## config.mk

```make
export PLATFORM = sky130hd
export DESIGN_NAME = ltc2308_scan_ctrl
export DESIGN_NICKNAME = d
export VERILOG_FILES = /design/src/rtl/ltc2308_pkg.sv /design/src/rtl/ltc2308_shifter.sv /design/src/rtl/ltc2308_scan_ctrl.sv
export SDC_FILE = /design/constraint.sdc
export NUM_CORES = 1
export LEC_CHECK = 0
export ABC_AREA = 1
export BUFFER_PORTS_ARGS = -buffer_cell sky130_fd_sc_hd__buf_4
export CAP_MARGIN = 20
export CORE_UTILIZATION = 45
export CTS_CLUSTER_DIAMETER = 100
export DETAILED_ROUTE_END_ITERATION = 10
export PLACE_DENSITY_LB_ADDON = 0.25
export RECOVER_POWER = 25
export SLEW_MARGIN = 0
export SYNTH_ARGS = -nofsm -noshare
export SYNTH_HDL_FRONTEND = slang
export SYNTH_SLANG_ARGS = --single-unit
```

## constraint.sdc

```tcl
create_clock -name clock -period 2.3 [get_ports clock]
set_input_delay 0.345 -clock clock [delete_from_list [all_inputs] [get_ports clock]]
set_output_delay 0.345 -clock clock [all_outputs]
set_load 0.01 [all_outputs]
```

## src/rtl/ltc2308_pkg.sv

```systemverilog
// Shared types and helpers for the LTC2308 scan controller: FSM states, config-word
// assembly and round-robin channel selection.
package ltc2308_pkg;

    typedef enum logic [2:0] {
        StIdle,
        StCnvHi,
        StCnvWait,
        StShift,
        StDone
    } state_e;

    localparam logic SD_SINGLE = 1'b1;
    localparam logic SLP_OFF   = 1'b0;
    localparam int unsigned NUM_BITS = 12;

    // Bit 5 is shifted first: {S/D, O/S, S1, S0, UNI, SLP}
    function automatic logic [5:0] cfg_word(input logic [2:0] ch, input logic uni);
        return {SD_SINGLE, ch[0], ch[2], ch[1], uni, SLP_OFF};
    endfunction

    // Lowest enabled channel at or above start, wrapping past CH7
    function automatic logic [2:0] rr_pick(input logic [7:0] mask, input logic [2:0] start);
        logic [2:0] pick;
        logic [2:0] idx;
        logic       found;
        pick  = start;
        found = 1'b0;
        for (int i = 0; i < 8; i++) begin
            idx = start + 3'(i);
            if (!found && mask[idx]) begin
                pick  = idx;
                found = 1'b1;
            end
        end
        return pick;
    endfunction

endpackage

```

## src/rtl/ltc2308_shifter.sv

```systemverilog
// Serial engine for one LTC2308 frame: generates 12 SCK periods, shifts the config
// word out on SDI and captures SDO MSB first.
module ltc2308_shifter
    import ltc2308_pkg::*;
#(
    parameter int unsigned SCK_DIV = 2
) (
    input  logic        clock,
    input  logic        reset,
    input  logic        start,
    input  logic [5:0]  cfg,
    input  logic        sdo,
    output logic        sck,
    output logic        sdi,
    output logic        done,
    output logic [11:0] data
);

    localparam int unsigned DivW = (SCK_DIV > 1) ? $clog2(SCK_DIV) : 1;
    localparam logic [DivW-1:0] DIV_LAST = DivW'(SCK_DIV - 1);
    localparam logic [3:0] BIT_LAST = 4'(NUM_BITS - 1);

    logic            active;
    logic            high;
    logic [DivW-1:0] div_cnt;
    logic [3:0]      bit_idx;
    logic [5:0]      cfg_reg;

    // Asserted during the final high cycle of bit 11
    assign done = active && high && (div_cnt == DIV_LAST) && (bit_idx == BIT_LAST);

    always_ff @(posedge clock) begin
        if (reset) begin
            active  <= 1'b0;
            high    <= 1'b0;
            div_cnt <= '0;
            bit_idx <= '0;
            cfg_reg <= '0;
            sck     <= 1'b0;
            sdi     <= 1'b0;
            data    <= '0;
        end else if (start) begin
            active  <= 1'b1;
            high    <= 1'b0;
            div_cnt <= '0;
            bit_idx <= '0;
            sck     <= 1'b0;
            sdi     <= cfg[5];
            cfg_reg <= {cfg[4:0], 1'b0};
        end else if (active) begin
            if (div_cnt != DIV_LAST) begin
                div_cnt <= div_cnt + DivW'(1);
            end else begin
                div_cnt <= '0;
                if (!high) begin
                    high <= 1'b1;
                    sck  <= 1'b1;
                end else begin
                    high <= 1'b0;
                    sck  <= 1'b0;
                    data <= {data[10:0], sdo};
                    if (bit_idx == BIT_LAST) begin
                        active <= 1'b0;
                        sdi    <= 1'b0;
                    end else begin
                        // Zero fill drives SDI low for bits 6..11
                        bit_idx <= bit_idx + 4'd1;
                        sdi     <= cfg_reg[5];
                        cfg_reg <= {cfg_reg[4:0], 1'b0};
                    end
                end
            end
        end
    end

endmodule

```

## src/rtl/ltc2308_scan_ctrl.sv

```systemverilog
// Free-running LTC2308 scan controller: round-robins enabled channels, tracks the
// one-frame config pipeline and holds tagged results in a valid/ready register.
module ltc2308_scan_ctrl
    import ltc2308_pkg::*;
#(
    parameter int unsigned SCK_DIV       = 2,
    parameter int unsigned CONVST_CYCLES = 2,
    parameter int unsigned CONV_CYCLES   = 80,
    parameter int unsigned NUM_CH        = 8
) (
    input  logic              clock,
    input  logic              reset,
    input  logic              enable,
    input  logic [NUM_CH-1:0] ch_mask,
    input  logic              uni,
    output logic              adc_convst,
    output logic              adc_sck,
    output logic              adc_sdi,
    input  logic              adc_sdo,
    output logic              result_valid,
    input  logic              result_ready,
    output logic [11:0]       result_data,
    output logic [2:0]        result_ch,
    output logic [7:0]        overrun_cnt,
    output logic              busy
);

    localparam int unsigned CntMax = (CONV_CYCLES > CONVST_CYCLES) ? CONV_CYCLES : CONVST_CYCLES;
    localparam int unsigned CntW   = $clog2(CntMax + 1);

    state_e        state;
    logic [CntW-1:0] cnt;
    logic [2:0]    cfg_ch;
    logic [2:0]    conv_ch;
    logic [2:0]    next_ch;
    logic          dummy;
    logic          scan_req;
    logic          shift_start;
    logic          shift_done;
    logic [11:0]   shift_data;
    logic [5:0]    cfg;

    assign scan_req    = enable && (ch_mask != '0);
    assign shift_start = (state == StCnvWait) && (cnt == CntW'(CONV_CYCLES - 1));
    assign cfg         = cfg_word(cfg_ch, uni);

    ltc2308_shifter #(
        .SCK_DIV (SCK_DIV)
    ) u_shifter (
        .clock (clock),
        .reset (reset),
        .start (shift_start),
        .cfg   (cfg),
        .sdo   (adc_sdo),
        .sck   (adc_sck),
        .sdi   (adc_sdi),
        .done  (shift_done),
        .data  (shift_data)
    );

    always_ff @(posedge clock) begin
        if (reset) begin
            state        <= StIdle;
            cnt          <= '0;
            cfg_ch       <= '0;
            conv_ch      <= '0;
            next_ch      <= '0;
            dummy        <= 1'b1;
            adc_convst   <= 1'b0;
            result_valid <= 1'b0;
            result_data  <= '0;
            result_ch    <= '0;
            overrun_cnt  <= '0;
            busy         <= 1'b0;
        end else begin
            if (result_valid && result_ready) begin
                result_valid <= 1'b0;
            end
            case (state)
                StIdle: begin
                    if (scan_req) begin
                        cfg_ch     <= rr_pick(ch_mask, next_ch);
                        cnt        <= '0;
                        adc_convst <= 1'b1;
                        busy       <= 1'b1;
                        state      <= StCnvHi;
                    end
                end
                StCnvHi: begin
                    if (cnt == CntW'(CONVST_CYCLES - 1)) begin
                        cnt        <= '0;
                        adc_convst <= 1'b0;
                        state      <= StCnvWait;
                    end else begin
                        cnt <= cnt + CntW'(1);
                    end
                end
                StCnvWait: begin
                    if (shift_start) begin
                        state <= StShift;
                    end else begin
                        cnt <= cnt + CntW'(1);
                    end
                end
                StShift: begin
                    if (shift_done) begin
                        state <= StDone;
                    end
                end
                StDone: begin
                    if (!dummy) begin
                        // A same-cycle handshake frees the slot, so only a held result overruns
                        result_valid <= 1'b1;
                        result_data  <= shift_data;
                        result_ch    <= conv_ch;
                        if (result_valid && !result_ready && overrun_cnt != 8'hFF) begin
                            overrun_cnt <= overrun_cnt + 8'd1;
                        end
                    end
                    conv_ch <= cfg_ch;
                    next_ch <= cfg_ch + 3'd1;
                    if (scan_req) begin
                        dummy      <= 1'b0;
                        cfg_ch     <= rr_pick(ch_mask, cfg_ch + 3'd1);
                        cnt        <= '0;
                        adc_convst <= 1'b1;
                        state      <= StCnvHi;
                    end else begin
                        dummy <= 1'b1;
                        busy  <= 1'b0;
                        state <= StIdle;
                    end
                end
                default: begin
                    state <= StIdle;
                end
            endcase
        end
    end

endmodule

```

After elaboration in Yosys (flattened, before gate mapping) --
Cells that the tools add are included.
Operators by class: $add $sub $neg 19, multiply operators 0, div/mod/pow operators 0, magnitude comparators 16, equality and inequality tests 17, shifts and indexed selects 0, multiplexer cells 141, bitwise gates (word level) 3, reductions and logical operators 59
Operators with widths (number):
- 1-bit 2-to-1 mux | 92
- 3-bit by 4-bit < comparator with 1-bit output, second input constant | 16
- 3-bit 2-to-1 mux | 20
- 1-bit binary-select mux with 3-bit select | 16
- 6-bit 2-to-1 mux | 5
- 3-bit adder, second input constant | 8
- 1-bit logical AND | 22
- 7-bit 2-to-1 mux | 3
- 7-bit one-hot mux with 3 select lines | 1
- 3-bit AND reduction | 6
- 2-bit != test, second input constant | 8
- 4-bit AND reduction | 4
- 1-bit zero test | 15
- 3-bit one-hot mux with 5 select lines | 1
- 3-bit by 2-bit adder with 3-bit output, second input constant | 4
- 2-bit nonzero test | 5
- 3-bit by 1-bit adder with 3-bit output, second input constant | 3
- 8-bit by 1-bit adder with 8-bit output, second input constant | 1
- 8-bit != test, second input constant | 1
- 8-bit nonzero test | 1
- 7-bit by 1-bit adder with 7-bit output, second input constant | 1
- 7-bit by 1-bit equality test with 1-bit output, second input constant | 1
- 7-bit equality test, second input constant | 1
- 3-bit by 2-bit equality test with 1-bit output, second input constant | 2
- 13 further kinds | 18
Word-level totals: register bits 70, latch bits 0, memory bits (writable) 0, memory bits (read-only) 0, input bits 14, logic and storage cells 274, memories 0

Depth between registers and ports, before layout --
Gate-level depths: netlist (run 1).
depth in word-level cells 48, mapped depth 23, mapped depth without buffers 22

Modules after synthesis --
A second synthesis (run 1) with hierarchy kept.
Unflattened totals: cells, all modules 693, area, all modules 4426.7 um^2
By module, submodules not included:
- ltc2308_scan_ctrl | instances 1, cells an instance 550, area an instance 3363.2 um^2, seq. area each 920.9 um^2
- ltc2308_shifter | instances 1, cells an instance 143, area an instance 1063.5 um^2, seq. area each 500.5 um^2

Least setup slack after synthesis (run 1) --
Ideal clock, no wire load.
path kind reg2reg, start register cfg_ch[0], end register cfg_ch[1], arrival time 2.291 ns, data required time 2.191 ns, slack -0.100 ns, cell stages (with the launch flop) 23, path buffers 2, period minus slack after synthesis 2.400 ns, cell sequence dfxtp_1 inv_2 buf_6 ha_1 buf_4 nand2_2 nand2_4 nand2_1 o21ai_1 o21ai_2 inv_1 nor2_4 nand2_1 nor2_2 nand2_1 nand2_1 inv_1 nand2_1 nand2_1 nand2_1 nand3_1 nand2_1 inv_1
Between the ends: cells in the longest elaborated chain, start to end 48, elaborated cells between the ends (all ways) 75
RTL lines:
- from (decl) | line ltc2308_scan_ctrl.sv:33 | logic [2:0] cfg_ch;
- from (signal assigned) | line ltc2308_scan_ctrl.sv:82 | cfg_ch <= rr_pick(ch_mask, next_ch);
- from (signal assigned) | line ltc2308_scan_ctrl.sv:124 | cfg_ch <= rr_pick(ch_mask, cfg_ch + 3'd1);
- 3-bit by 1-bit adder with 3-bit output (*) | line ltc2308_scan_ctrl.sv:124
- 1-bit binary-select mux with 3-bit select | line ltc2308_pkg.sv:31 | if (!found && mask[idx]) begin
- 1-bit 2-to-1 mux (not written as such) | line ltc2308_pkg.sv:31
- 1-bit 2-to-1 mux | line ltc2308_pkg.sv:31
- 1-bit 2-to-1 mux | line ltc2308_scan_ctrl.sv:122 | if (scan_req) begin
- 1-bit 2-to-1 mux | line ltc2308_scan_ctrl.sv:79 | case (state)
- 1-bit 2-to-1 mux | line ltc2308_scan_ctrl.sv:62 | if (reset) begin
- 1-bit zero test | line ltc2308_pkg.sv:31
- [32 not listed]
- 1-bit 2-to-1 mux | line ltc2308_scan_ctrl.sv:122
- 1-bit 2-to-1 mux | line ltc2308_scan_ctrl.sv:79
- 1-bit 2-to-1 mux | line ltc2308_scan_ctrl.sv:62
- 1-bit zero test | line ltc2308_pkg.sv:31
- 1-bit logical AND | line ltc2308_pkg.sv:31
- 3-bit 2-to-1 mux (*) | line ltc2308_pkg.sv:31
- 3-bit 2-to-1 mux (*) | line ltc2308_scan_ctrl.sv:122
- 3-bit one-hot mux with 2 select lines (*) | line ltc2308_scan_ctrl.sv:79
Mark *: on every way between the ends. The rest lies on a longest branch, timed or not. The select of a mux whose other input is x is not followed. A chain may end at the register's enable or synchronous reset.

Worst setup path in the final report (run 1) --
Same ends and word-level chain as after synthesis.

==> flow_summary.ini, run 1 <==
[run_status]
status = finished with violations
violations = negative setup slack

[clocking]
cts.sinks = 70
cts_tree = done
clk_pin_slew_ns = 0.08
root_buffer = clkbuf_8
ctsHtreeMaxLevel = 3
clk_latency_ns = 0.34
cts-buffers-inserted = 9
cts_max_path_buffers = 2

[pwr]
clkPwrFrac_pct = 18.5
ir_drop_mv = 0.497
swShare_pct = 44.3
leakagePower_nw = 2.42
power_density_mw_per_mm2 = 1030
p_seq_share_pct = 25.2
p_int_w = 0.00304
p_comb_share_pct = 56.3
p_switching_w = 0.00242

[sta]
fin_worst_skew_ns = 0.0104
period_share_pct = 101
min_period_ns = 2.33
final_max_slew_viol_count = 0
finalSetupTns_ns = -0.0623
grt_setup_unrepaired = true
finalHoldViolations = 0
worstMarginPinSlew_ns = 0.540
max_freq_ghz = 0.429
setup_ws_ns = -0.0305
max_slew_margin_pct = 63.8
finalSetupViolCount = 3

[routing]
initialDrtViolationCount = 215
routed_wl_mm = 10.8
wire_per_inst_um = 12.1
dr.pass1.iters = 5
ant_nets = 0
drc = 0
avgViaCountPerCell = 5.05
vias = 4522

[cells_and_area]
layout_commonest_cell = nand2_1
top_regs = result_data x12, u_shifter.data x12, overrun_cnt x8
antennaDiodeCount = 0
drive_above_1_share_pct = 18.6
multi_input_comb_area_mm2 = 0.00263
final_net_count = 784
area_delta_synth_final_pct = 21.6
layout.cells.non_filler = 896
postLayoutCellArea_mm2 = 0.00528
fill_cells = 943
final-seq-area_mm2 = 0.00141
layout_common_cells = 184 x nand2_1, 76 x inv_1, 68 x dfxtp_1

[worst_hold_path]
hp-class = in2reg

[critical_path]
cp-end-kind = flop
setup.worst_path.start_class = flop
critical_path_class = reg2reg
crit_fanout = 6
arrival_ns = 2.56
required_ns = 2.53

[floorplanning]
rows = 35
die_x_um = 100
fp.coreArea_mm2 = 0.00928
io_pins = 42
dieHeight_um = 100
die_area_mm2 = 0.0101
start_util_pct = 46.8

[grt]
grt_pass1_vias = 4079
overflow = 0
track_usage_pct = 21.7
grt_max_degree = 42
antenna_found_initial = 0
grt_pass1_wl_mm = 17.9

[placed_design]
gp_congestion = 0.885
placed_cell_area_mm2 = 0.00498
io_buffers = 41
dp_cells = 875
hpwlAfterDp_mm = 7.90

[synth]
synth_flop_cell = dfxtp_1
synth_cell_types = 46
netlist_instances = 694
synthDominantCellAreaShare_pct = 32.3
yosysTopAreaCell = dfxtp_1
synth-edff-count = 0
syn_avg_cell_area_um2 = 6.26
syn_area_mm2 = 0.00434
syn_nets = 716
yosysWarnings = 0
ys_ff_latch = 70
ys_seq_area_share_pct = 32.3
synth-async-reset-ratio_pct = 0
synth_area_leaders = dfxtp_1 32%, nand2_1 17%, nand3_1 7.7%, inv_1 6.7%, o21ai_0 6.5%

[job]
maxCapViolCount = 0
[cell type report]
cell class	count	area share, %
inverter	91	6.61
multi-input combinational	512	49.8
timing repair buffer	78	10.0
clock inverter	6	1.30
clock buffer	10	2.61
tap	129	3.06
sequential	70	26.6
[per-layer routing]
metal | GRT usage [%] | vias up | part of all wire [%]
li1 | - | 2374 | -
met1 | 28.1 | 2073 | 48
met2 | 37.7 | 67 | 49
met3 | 2.92 | 8 | 2.7
met4 | 5.57 | 0 | 0.68
met5 | 0 | - | 0
[logic make-up after synthesis]
| logic type | synth area share [%] |
|---|---|
| buffers and inverters | 10.6 |
| and+or+nand+nor | 37.9 |
| xor gates and xnor gates | 1.01 |
| AOI/OAI and AO/OA | 15.9 |
| DFF | 32.3 |
| adders and majority gates | 2.30 |
[cell usage after synthesis (2+ instances only)]
master	count
a211oi_1	2
a21oi_1	45
a31oi_1	8
and3_1	2
buf_2	6
buf_4	3
buf_6	2
clkbuf_1	11
dfxtp_1	70
ha_1	8
inv_1	78
inv_2	11
nand2_1	193
nand2_2	6
nand2_4	2
nand3_1	67
nand4_1	5
nor2_1	65
nor2_2	4
nor2_4	2
nor3_1	9
nor3_2	2
nor3b_1	3
o21ai_0	56
o21ai_1	7
o21ai_2	3
or2_2	2
xnor2_1	3
xor2_1	2
[stage by stage]
step | power, W | hold WS, ns | util [%] | worst slack [ns]
CTS | 0.00516 | 0.243 | 56.3 | 0.00227
finish | 0.00546 | 0.251 | 56.9 | -0.0305
detailed placement | 0.00410 | 0.435 | 53.7 | -0.121
global route | 0.00590 | 0.261 | 56.9 | -0.262
global placement | 0.00407 | 0.433 | 53.7 | -0.0333
floorplan | 0.00329 | 0.433 | - | 0.0112
[critical path: stages, from the launching register on]
cell,delay [ns]
dfxtp_4,0.39
inv_2,0.06
ha_4,0.31
inv_6,0.05
nand2_4,0.08
nand2_2,0.09
nand2_1,0.07
o21ai_1,0.09
o21ai_2,0.19
inv_2,0.06
nor2_4,0.13
nand2_2,0.09
nor2_4,0.14
nand2_1,0.10
inv_2,0.09
a21oi_1,0.06
nand2_1,0.07
nand3_1,0.07
nand2_1,0.06
inv_1,0.03
[repair_timing]
action / in CTS / in global routing
setup endpoints to repair: 15 / 11
gates resized for setup: 9 / 27
endpoints found under the hold margin: 0 / 0
hold buffers: 0 / 0
cloned: 0 / 1
pin swaps: 4 / 14
buffers inserted: 0 / 4
[power by group through the flow]
stage	clock, W	combinational, W	sequential [W]
global placement	0	0.00269	0.00139
floorplan	0	0.00192	0.00137
global route	0.00109	0.00342	0.00139
detailed placement	0	0.00271	0.00139
finish	0.00101	0.00308	0.00138
CTS	0.00104	0.00275	0.00137
[worst paths after layout]
kind,startpoint,end,slack [ns],cells after the start
hold / removal,adc_sdo,u_shifter.data[0]$_SDFFE_PP0P_,0.25,3
setup reg to reg,cfg_ch[0]$_SDFFE_PP0P_,cfg_ch[1]$_SDFFE_PP0P_,-0.03,19
hold reg to reg,result_data[8]$_SDFFE_PP0P_,result_data[8]$_SDFFE_PP0P_,0.44,2
setup / recovery,cfg_ch[0]$_SDFFE_PP0P_,cfg_ch[1]$_SDFFE_PP0P_,-0.03,19
Note: power is estimated with default switching activity, not from simulation.
==> run 2, diff against run 1 <==
--- a/config.mk
+++ b/config.mk
@@ -8,7 +8,7 @@
 export ABC_AREA = 1
 export BUFFER_PORTS_ARGS = -buffer_cell sky130_fd_sc_hd__buf_4
 export CAP_MARGIN = 20
-export CORE_UTILIZATION = 45
+export CORE_UTILIZATION = 52
 export CTS_CLUSTER_DIAMETER = 100
 export DETAILED_ROUTE_END_ITERATION = 10
 export PLACE_DENSITY_LB_ADDON = 0.25
@@ -16,4 +16,5 @@
 export SLEW_MARGIN = 0
 export SYNTH_ARGS = -nofsm -noshare
 export SYNTH_HDL_FRONTEND = slang
+export SYNTH_HIERARCHICAL = 1
 export SYNTH_SLANG_ARGS = --single-unit
==> flow_summary.ini, run 2 <==
[sta]
finalSetupTns_ns = -0.0287
final_max_slew_viol_count = 0
finalHoldViolations = 0
max_slew_margin_pct = 66.6
min_period_ns = 2.33
fin_worst_skew_ns = 0.0106
period_share_pct = 101
hold_ws_ns = 0.264
setup_ws_ns = -0.0287
grt_setup_unrepaired = true
max_freq_ghz = 0.429
worstMarginPinSlew_ns = 0.497
finalSetupViolCount = 1

[cells_and_area]
final_net_count = 797
layout_commonest_cell = nand2_1
layout_common_cells = 152 x nand2_1, 72 x inv_1, 68 x nor2_1
fin_util_pct = 67.2
area_delta_synth_final_pct = 24.8
multi_input_comb_area_mm2 = 0.00276
fill_cells = 709
antennaDiodeCount = 0
postLayoutCellArea_mm2 = 0.00553
drive_above_1_share_pct = 23.9
final-seq-area_mm2 = 0.00144
top_regs = result_data x12, u_shifter/data x12, overrun_cnt x8

[routing]
met1Wirelength_mm = 4.98
routed_wl_mm = 11.1
wire_per_inst_um = 12.6
initialDrtViolationCount = 183
avgViaCountPerCell = 5.28
route.met2.wl_mm = 5.56
vias = 4669
top_layer_used = met4
drc = 0
wl_met3_um = 416
dr.pass1.iters = 7
ant_nets = 0

[synth]
synth_flop_cell = dfxtp_1
ys_seq_area_share_pct = 32.1
netlist_instances = 693
syn_avg_cell_area_um2 = 6.39
synthDominantCellAreaShare_pct = 32.1
syn_nets = 715
synth-edff-count = 0
synth_cell_types = 43
yosysTopAreaCell = dfxtp_1
synth_common_cells = 175 x nand2_1, 77 x inv_1, 71 x dfxtp_1
synth_area_leaders = dfxtp_1 32%, nand2_1 15%, nand3_1 7.6%, inv_1 6.5%, nor2_1 5.8%
yosysMostFrequentCell = nand2_1
synth-async-reset-ratio_pct = 0
syn_area_mm2 = 0.00443
yosysWarnings = 6
ys_ff_latch = 71

[pwr]
swShare_pct = 41.6
p_switching_w = 0.00219
power_density_mw_per_mm2 = 950
clkPwrFrac_pct = 20.7
p_int_w = 0.00306
p_seq_share_pct = 26.0
p_comb_share_pct = 53.2
leakagePower_nw = 2.48
ir_drop_mv = 0.554

[clocking]
clk_latency_ns = 0.34
clk_pin_slew_ns = 0.08
root_buffer = clkbuf_8
cts_tree = done
cts.sinks = 71
ctsHtreeMaxLevel = 3
cts_max_path_buffers = 2
cts-buffers-inserted = 9

[critical_path]
crit_fanout = 5
cp-end-kind = flop
arrival_ns = 2.59
setup.worst_path.start_class = flop
required_ns = 2.56
critical_path_class = reg2reg

[floorplanning]
io_pins = 42
start_util_pct = 53.9
dieHeight_um = 94.3
die_area_mm2 = 0.00889
die_x_um = 94.3
fp.coreArea_mm2 = 0.00822
rows = 33

[placed_design]
hpwlAfterDp_mm = 8.26
dpl_worst_slack_ns = -0.0423
placed_cell_area_mm2 = 0.00506
gp_congestion = 0.871
io_buffers = 41

[run_status]
violations = negative setup slack
status = finished with violations

[grt]
grt_pass1_wl_mm = 18.0
track_usage_pct = 25.1
grt_pass1_vias = 4205
antenna_found_initial = 0
overflow = 0
grt_max_degree = 32

[worst_hold_path]
hp-class = in2reg

[job]
maxCapViolCount = 0
run 2: changes by cell type in the layout (fill, tap and decap cells not counted), sizes merged, moves of 5 or more:
cell,before,now
buf,59,69
inv,93,88
nand4,6,11
nand2,202,188
nor2,71,77
o21ai,66,61
run 2: worst max-delay path, stage by stage, from the launching register on:
cell     delay, ns
dfxtp_4       0.37
inv_4         0.04
ha_4          0.32
inv_6         0.06
nand2_4       0.07
nand2_4       0.07
nand2_1       0.08
o21ai_2       0.06
o21ai_2       0.16
buf_4         0.15
nor2_4        0.04
a21oi_1       0.21
o21ai_0       0.17
nor3_1        0.23
nor2_1        0.09
a21oi_2       0.14
run 2: cell families after synthesis:
group	share of synthesized area (%)
AO/OA/AOI/OAI	15.7
flip-flops	32.1
adder cells (fa/ha/maj)	2.26
other	0.170
XOR/XNOR	1.38
buffers and inverters	10.7
AND/OR/NAND/NOR	37.7
run 2: layout make-up:
type | count | share of cell area, %
Multi-Input combinational cell | 511 | 50.0
Sequential cell | 71 | 26.0
Timing Repair Buffer | 91 | 11.2
Inverter | 91 | 6.43
Clock buffer | 10 | 2.49
Tap cell | 105 | 2.38
Clock inverter | 5 | 1.49
run 2: metal layers:
layer | track usage, % | vias to the layer above
met5 | 0 | -
met4 | 7.31 | 0
met3 | 5.18 | 25
met2 | 44.0 | 97
met1 | 30.7 | 2132
li1 | - | 2415
run 2: power groups by stage:
stage | Clock, W | Combinational, W | Sequential, W
floorplan | 0 | 0.00155 | 0.00138
global placement | 0 | 0.00213 | 0.00139
detailed placement | 0 | 0.00218 | 0.00139
CTS | 0.00111 | 0.00228 | 0.00136
global route | 0.00117 | 0.00309 | 0.00138
finish | 0.00109 | 0.00279 | 0.00137
run 2: metrics by stage:
| step | cells | power [W] |
|---|---|---|
| final | 884 | 0.00525 |
| after global routing | 884 | 0.00563 |
| after CTS | 875 | 0.00476 |
| after detailed placement | 856 | 0.00357 |
| after global placement | 856 | 0.00352 |
| after floorplan | 693 | 0.00293 |
run 2: repair_timing:
action                                  in CTS  in global routing
endpoints found under the setup margin       3                  3
hold buffers                                 0                  0
setup buffers                                4                  9
pin swaps                                    4                 33
gates resized for setup                     10                 64
run 2: path summary, 6_finish.rpt:
path	startpoint	depth (start not counted)	slack [ns]	endpoint
setup / recovery	cfg_ch[0]$_SDFFE_PP0P_	15	-0.03	cfg_ch[0]$_SDFFE_PP0P_
hold / removal	adc_sdo	3	0.26	u_shifter/data[0]$_SDFFE_PP0P_
setup reg to reg	cfg_ch[0]$_SDFFE_PP0P_	15	-0.03	cfg_ch[0]$_SDFFE_PP0P_
hold reg to reg	result_ch[2]$_SDFFE_PP0P_	2	0.45	result_ch[2]$_SDFFE_PP0P_
==> run 3, diff against run 2 <==
--- a/config.mk
+++ b/config.mk
@@ -5,7 +5,6 @@
 export SDC_FILE = /design/constraint.sdc
 export NUM_CORES = 1
 export LEC_CHECK = 0
-export ABC_AREA = 1
 export BUFFER_PORTS_ARGS = -buffer_cell sky130_fd_sc_hd__buf_4
 export CAP_MARGIN = 20
 export CORE_UTILIZATION = 52
==> flow_summary.ini, run 3 <==
[synth]
ys_ff_latch = 71
synthDominantCellAreaShare_pct = 30.1
synth-edff-count = 0
yosysMostFrequentCell = nand2_1
yosysWarnings = 6
synth-async-reset-ratio_pct = 0
ys_seq_area_share_pct = 30.1
synth_flop_cell = dfxtp_1
synth_common_cells = 96 x nand2_1, 71 x dfxtp_1, 55 x a21oi_1
syn_avg_cell_area_um2 = 8.23
synth_cell_types = 71
netlist_instances = 573
syn_area_mm2 = 0.00472
yosysTopAreaCell = dfxtp_1
syn_nets = 595
synth_area_leaders = dfxtp_1 30%, mux4_2 7.6%, nand2_1 7.6%, a21oi_1 5.8%, mux2i_1 4.5%

[routing]
avgViaCountPerCell = 5.89
dr.pass1.iters = 5
routed_wl_mm = 12.4
drc = 0
initialDrtViolationCount = 328
wire_per_inst_um = 15.6
vias = 4691
ant_nets = 0

[clocking]
cts_hold_buf = 0
cts_tree = done
root_buffer = clkbuf_8
cts-buffers-inserted = 9
clk_latency_ns = 0.35
ctsHtreeMaxLevel = 3
clk_pin_slew_ns = 0.07
cts_max_path_buffers = 2
cts.sinks = 71

[grt]
grt_pass1_vias = 4427
track_usage_pct = 26.7
antenna_found_initial = 0
grt_pass1_wl_mm = 20.7
grtUsageMet2_pct = 44.8
globalRouteMet3Util_pct = 6.04
overflow = 0
use_met1_pct = 34.9
busiest_layer = met2
grt_max_degree = 33

[cells_and_area]
layout_commonest_cell = buf_4
drive_above_1_share_pct = 29.8
layout_common_cells = 113 x buf_4, 95 x nand2_1, 68 x dfxtp_1
final_net_count = 706
antennaDiodeCount = 0
postLayoutCellArea_mm2 = 0.00609
top_regs = result_data x12, u_shifter/data x12, overrun_cnt x8
fill_cells = 685
area_delta_synth_final_pct = 29.2

[worst_hold_path]
hp-class = in2reg

[sta]
finalSetupTns_ns = -0.953
period_share_pct = 115
final_max_slew_viol_count = 0
finalSetupViolCount = 3
grt_setup_unrepaired = true
finalHoldViolations = 0
setup_ws_ns = -0.351
worstMarginPinSlew_ns = 0.532
min_period_ns = 2.65
max_slew_margin_pct = 64.3
fin_worst_skew_ns = 0.00857
max_freq_ghz = 0.377

[job]
maxCapViolCount = 0

[floorplanning]
die_x_um = 97.2
start_util_pct = 53.8
io_pins = 42
fp.coreArea_mm2 = 0.00876
dieHeight_um = 97.2
die_area_mm2 = 0.00945
rows = 34

[critical_path]
required_ns = 2.53
setup.worst_path.start_class = flop
crit_fanout = 8
cp-end-kind = flop
critical_path_class = reg2reg
arrival_ns = 2.88

[pwr]
power_w = 0.00386
leakagePower_nw = 2.30
ir_drop_mv = 0.490
power_density_mw_per_mm2 = 634

[run_status]
status = finished with violations
violations = negative setup slack

[placed_design]
gp_congestion = 0.912
io_buffers = 41
hpwlAfterDp_mm = 8.97
placed_cell_area_mm2 = 0.00575
[run 3: changes by cell type in the layout (fill, tap and decap cells not counted), moves of 11 or more]
cell	before	now
nand2_1	152	95
inv_1	72	21
buf_4	66	113
nand3_1	55	11
nand2_2	29	1
o21ai_0	43	17
nor2_1	68	44
mux2i_1	0	18
mux4_2	0	16
nand3_2	15	2
inv_2	13	1
o21ai_1	15	4
xor2_1	3	14
[run 3: logic make-up (layout without fill, tap and decap cells)]
group,Yosys count,in the layout,share of synthesized area (%)
and+or+nand+nor,214,214,21.2
AOI/OAI and AO/OA,141,141,19.8
DFF,71,71,30.1
buffers and inverters,65,181,5.92
muxes,46,46,15.5
xor gates and xnor gates,26,26,5.12
adders and majority gates,8,8,2.12
other,2,2,0.159
[run 3: critical path, cell delays in order, from the launching register on]
cell	delay, ns
dfxtp_4	0.39
buf_12	0.13
mux4_2	0.52
or2_4	0.25
a31o_4	0.23
a2111oi_4	0.41
buf_4	0.20
a21boi_2	0.17
a311oi_2	0.06
o211ai_2	0.09
o211ai_2	0.09
[run 3: worst paths after layout]
check | from | end | slack [ns] | depth (start not counted)
worst min-delay path | uni | u_shifter/cfg_reg[2]$_SDFFE_PP0P_ | 0.27 | 3
worst min register to register | conv_ch[2]$_SDFFE_PP0P_ | result_ch[2]$_SDFFE_PP0P_ | 0.46 | 2
worst max register to register | next_ch[0]$_SDFFE_PP0P_ | cfg_ch[1]$_SDFFE_PP0P_ | -0.35 | 10
worst max-delay path | next_ch[0]$_SDFFE_PP0P_ | cfg_ch[1]$_SDFFE_PP0P_ | -0.35 | 10
[run 3: final cells by class]
type                       instances  area (µm²)  share of cell area (%)
clock buffer                      10         138                    2.26
sequential                        71        1430                    23.4
timing repair buffer             141        1020                    16.7
inverter                          24        97.6                    1.60
multi-input combinational        437        3210                    52.7
clock inverter                     6        67.6                    1.11
tap                              108         135                    2.22
[run 3: where the power goes]
| group | internal, W | switching, W | leakage, nW |
|---|---|---|---|
| Sequential | 0.00125 | 0.0000277 | 0.575 |
| Combinational | 0.000800 | 0.000766 | 1.62 |
| Clock | 0.000534 | 0.000486 | 0.0989 |
| Total | 0.00258 | 0.00128 | 2.30 |
[run 3: layer usage]
metal	up-vias	wire, µm
met3	17	610
met5	-	0
li1	2291	-
met4	0	121
met1	2264	5600
met2	119	6090
[run 3: timing repair]
action,in CTS,in global routing
setup buffers,2,5
setup endpoints to repair,3,22
gates resized for setup,10,29
pin swaps,5,9
[run 3: metrics by stage]
| stage | hold slack, ns | worst slack [ns] | utilization (%) | cells |
|---|---|---|---|---|
| final | 0.273 | -0.351 | 69.5 | 797 |
| after global routing | 0.251 | -0.433 | 69.5 | 797 |
| after CTS | 0.225 | -0.359 | 68.6 | 792 |
| after detailed placement | 0.450 | -0.443 | 65.6 | 774 |
| after global placement | 0.443 | -0.459 | 65.6 | 774 |
| after floorplan | 0.432 | -0.385 | - | 573 |
